[src/rtl/adder_subtractor_continuous.sv]
// N-bit add/subtract sharing one carry chain, one registered result stage.
// Define ADDSUB_FLAGS_EN to build the registered V (overflow) and Z (zero) flags.
module adder_subtractor_continuous #(
  parameter int N = 8
) (
  input  logic         clk,
  input  logic         rst,
  input  logic         in_valid,
  input  logic [N-1:0] A,
  input  logic [N-1:0] B,
  input  logic         mode,
  output logic         out_valid,
  output logic [N-1:0] S,
  output logic         Cout,
  output logic         V,
  output logic         Z
);

  logic [N-1:0] bx;
  logic [N:0]   sum;
  logic [N-1:0] s;
  logic         c;

  // subtract reuses the adder: invert B and inject mode as carry-in
  always_comb begin
    bx  = B ^ {N{mode}};
    sum = {1'b0, A} + {1'b0, bx} + {{N{1'b0}}, mode};
    s   = sum[N-1:0];
    c   = sum[N];
  end

  // result register: captures only on valid, holds otherwise
  always_ff @(posedge clk) begin
    if (rst) begin
      S    <= '0;
      Cout <= 1'b0;
    end else if (in_valid) begin
      S    <= s;
      Cout <= c;
    end
  end

  // valid tracks the previous cycle's capture
  always_ff @(posedge clk) begin
    if (rst) out_valid <= 1'b0;
    else     out_valid <= in_valid;
  end

`ifdef ADDSUB_FLAGS_EN
  logic v_d;
  logic z_d;

  // overflow: like-signed operands giving an opposite-signed result
  always_comb begin
    v_d = (A[N-1] == bx[N-1]) && (s[N-1] != A[N-1]);
    z_d = (s == '0);
  end

  // flags register alongside S with identical timing
  always_ff @(posedge clk) begin
    if (rst) begin
      V <= 1'b0;
      Z <= 1'b0;
    end else if (in_valid) begin
      V <= v_d;
      Z <= z_d;
    end
  end
`else
  assign V = 1'b0;
  assign Z = 1'b0;
`endif

endmodule

[config.mk]
export PLATFORM = sky130hd
export DESIGN_NAME = adder_subtractor_continuous
export DESIGN_NICKNAME = d
export VERILOG_FILES = /design/src/rtl/adder_subtractor_continuous.sv
export SDC_FILE = /design/constraint.sdc
export NUM_CORES = 1
export LEC_CHECK = 0
export ABC_CLOCK_PERIOD_IN_PS = 2200
export CELL_PAD_IN_SITES_DETAIL_PLACEMENT = 0
export CELL_PAD_IN_SITES_GLOBAL_PLACEMENT = 1
export CORE_AREA = 2 2 55 57
export CTS_CLUSTER_DIAMETER = 200
export DETAILED_ROUTE_END_ITERATION = 16
export DIE_AREA = 0 0 57 59
export PLACE_DENSITY = 0.78
export RECOVER_POWER = 25
export SYNTH_ARGS = -nofsm -noshare
export SYNTH_HDL_FRONTEND = slang
export SYNTH_SLANG_ARGS = --single-unit
[constraint.sdc]
create_clock -name clk -period 2.2 [get_ports clk]
set_input_delay 0.22 -clock clk [delete_from_list [all_inputs] [get_ports clk]]
set_output_delay 0.22 -clock clk [all_outputs]
set_load 0.02 [all_outputs]
==> key figures, run 1 <==
Synth
  – Top cells by area, synth: dfxtp_1, ha_1, xor2_1
  – Sequential fraction of the synthesis area: a little over a quarter
  – FFs w/ async S/R, synth: 0%
  – Leading area contributor after synthesis: dfxtp_1
  – Top cells by count, synth: nor2_1, dfxtp_1, xor2_1, ha_1
  – Synth Register Bits: 10
  – Most common cell in the netlist: nor2_1
  – Mapped Avg Cell Area: 8.43 um2
  – Main synth FF type: dfxtp_1
  – Top cell type's share of synthesized area: a little over a quarter
  – Cell count after synthesis: just over 90
  – Post-synth EDFFs: 0
  – Synthesized area: 767 um2
  – Synth warn: 0
  – Distinct cells, synth: 35

Worst setup path
  – CP endpoint kind: register
  – CP Data Arrival Time: approximately 2300 ps
  – Worst-path maximum fanout: 3
  – Worst Path Required: 2400 ps
  – Nature of the critical path startpoint: input pin
  – CP Class: input pin to register

Clocking
  – CTS Root Cell: clkbuf_4
  – Clk sink count: 10
  – Cts bufs inserted: 3
  – CTS H-tree lvls: 1
  – Hold buffers post-CTS: 0
  – Clock latency at the later pin of the worst-skew pair: between 200 and 300 ps
  – Max Root-Sink Buffers: 2
  – CTS tree: built
  – Worst-path clk slew: 70 ps

Global routing
  – Initial antenna violation count: 0
  – Aggregate global-route resource usage: between 10% and 20%
  – Vias in the first global route: 836
  – First-pass GRT wire length: about 3400 um
  – GRT overflow: 0
  – Pin count of the biggest net entering global routing: 13

Drt
  – Vias per Instance: between 4 and 5
  – Drt first pass iters: 4
  – Number of DRC markers in iteration 0: 17
  – Post-route DRC: 0
  – DR top layer: met4
  – DRT Wirelength: 2040 um
  – Final ANT Viol Nets: 0
  – WL met2: about 1100 um
  – WL per Instance: between 10 and 15 um
  – Via count: ~800
  – DRT met1 WL: 825 um
  – Met3 WL: 131 um

Place
  – RD Place Congestion: between 0.9 and 1
  – Placed cells: 156
  – PortBufs: 29
  – HPWL Detailed: 1570 um
  – Area after DPL: 1130 um2

Layout
  – # diodes: 0
  – Area occupied by multi-input gates: 528 um2
  – Layout cell share with drive strength beyond 1: 16.8%
  – Layout Cells excl Fill: 162
  – Final core occ: 44.4%
  – Sequential Area: 200 um2
  – Final instance area: 1200 um2
  – Synth-to-Final Area Change: 56.9%
  – Fillers: 303
  – Nets@finish: 160

Timing
  – Min Clock Period, post-route: 2060 ps
  – Slew Viols, Final: 0
  – Maximum clock rate: 0.485 GHz
  – Final Cycle Share: 93.8%
  – Hold Violations, Final: 0
  – Final Setup Violations: 0
  – Clock skew: 0 ps
  – Unrepaired setup endpoints after global routing: false

Die
  – Core Rows: 19
  – Initial Util: 28.3%
  – I/O pins: 32
  – Die Area: 3360 um2
  – Core Area: 2710 um2
  – Die height: 59 um
  – Chip Width: approximately 57 um

Run
  – Maxcap violations: 0

Power
  – Lkg Pwr: between 0.5 and 0.6 nW
  – P per Cell Area: 578 nW/um2
  – IR drop worst, VDD: 0.329 mV

Status
  – Status: complete, no violations

Min path
  – Hold Path Class: register to register
-- layout make-up --
type / count / area share, %
clock buffer: 4 / 3.01
inverter: 5 / 1.56
multi-input combinational: 72 / 43.9
sequential: 10 / 16.6
tap: 31 / 3.22
timing repair buffer: 40 / 31.7
-- registers in the layout, summed over array words and instances (netlist names) --
signal     cells
Cout           1
out_valid      1
S              8
-- timing repair --
action	CTS	global route
gates resized for setup	0	6
endpoints found under the setup margin	0	1
buffers inserted	0	2
-- critical path: stages --
cell and delay (ps):
clkdlybuf4s50_1 550, mux2i_2 120, fa_2 340, and2b_1 230
o21a_1 170, o211ai_1 130, a2111o_1 430, nand3_1 90
-- path summary, 6_finish.rpt --
| path | from | end | slack, ps | depth (start not counted) |
|---|---|---|---|---|
| setup reg to reg | S[5]$_SDFFE_PP0P_ | S[5]$_SDFFE_PP0P_ | 1480 | 2 |
| setup / recovery | A[0] | S[6]$_SDFFE_PP0P_ | 140 | 8 |
| hold reg to reg | S[4]$_SDFFE_PP0P_ | S[4]$_SDFFE_PP0P_ | 480 | 2 |
| hold / removal | S[4]$_SDFFE_PP0P_ | S[4]$_SDFFE_PP0P_ | 480 | 2 |
-- cell usage in the layout, fill, tap and decap left out, drive strengths merged --
| master | synthesis | final |
|---|---|---|
| nor2b | 1 | 1 |
| a211oi | 4 | 4 |
| a2111o | 1 | 1 |
| fa | 1 | 1 |
| a31oi | 2 | 2 |
| and2b | 1 | 1 |
| inv | 5 | 5 |
| ha | 7 | 7 |
| dlymetal6s2s | 0 | 2 |
| nor3 | 2 | 2 |
| buf | 3 | 11 |
| or3 | 1 | 1 |
| nand2 | 5 | 5 |
| xor2 | 9 | 9 |
| and3 | 1 | 1 |
| nor2 | 11 | 11 |
| clkbuf | 2 | 4 |
| nor4b | 1 | 1 |
| a21bo | 1 | 1 |
| nand2b | 1 | 1 |
| a21o | 1 | 1 |
| o21ai | 4 | 4 |
| a2bb2oi | 1 | 1 |
| dlygate4sd3 | 0 | 4 |
| clkdlybuf4s50 | 0 | 23 |
| o21a | 2 | 2 |
| nand3 | 3 | 3 |
| o211ai | 1 | 1 |
| mux2i | 2 | 2 |
| a21oi | 5 | 5 |
| dfxtp | 10 | 10 |
| conb | 1 | 2 |
| xnor2 | 2 | 2 |
-- per-stage QoR --
| step | setup slack [ps] | hold slack, ps | TNS, ps | power, mW |
|---|---|---|---|---|
| after global placement | -137 | 457 | -313 | 0.517 |
| after detailed placement | -200 | 471 | -490 | 0.520 |
| after floorplan | 305 | 424 | 0 | 0.394 |
| after CTS | 72.8 | 484 | 0 | 0.694 |
| final | 137 | 479 | 0 | 0.696 |
| after global routing | 20.5 | 510 | 0 | 0.745 |
-- cells by family after synthesis --
logic type / count (synthesis) / synth area share (%)
simple gates: 27 / 16.5
compound gates: 22 / 20.4
xor+xnor: 11 / 12.6
flops: 10 / 26.1
buf+inv: 10 / 6.85
fa+ha+maj: 8 / 14.0
mux: 2 / 3.10
other cells: 1 / 0.489
-- routing by layer --
metal	GRT usage, %	vias to the layer above
met2	24.5	29
met5	0	-
met3	4.59	2
li1	-	390
met1	13.5	377
met4	2.66	0
-- report_power, final --
part	switching (mW)	leakage, nW	internal [mW]	total [mW]
combinational	0.150	0.443	0.163	0.313
clock	0.0701	0.0210	0.100	0.171
sequential	0.0101	0.0829	0.202	0.212
Note: power is estimated with default switching activity, not from simulation.
==> run 2, diff against run 1 <==
- ABC_CLOCK_PERIOD_IN_PS: 2200 -> unset
==> results of run 2 <==
Final layout, timing and power as in run 1 (identical DEF).
==> run 3, diff against run 2 <==
- SLEW_MARGIN: unset -> 20
==> results of run 3 <==
Final layout, timing and power as in run 1 (identical DEF).
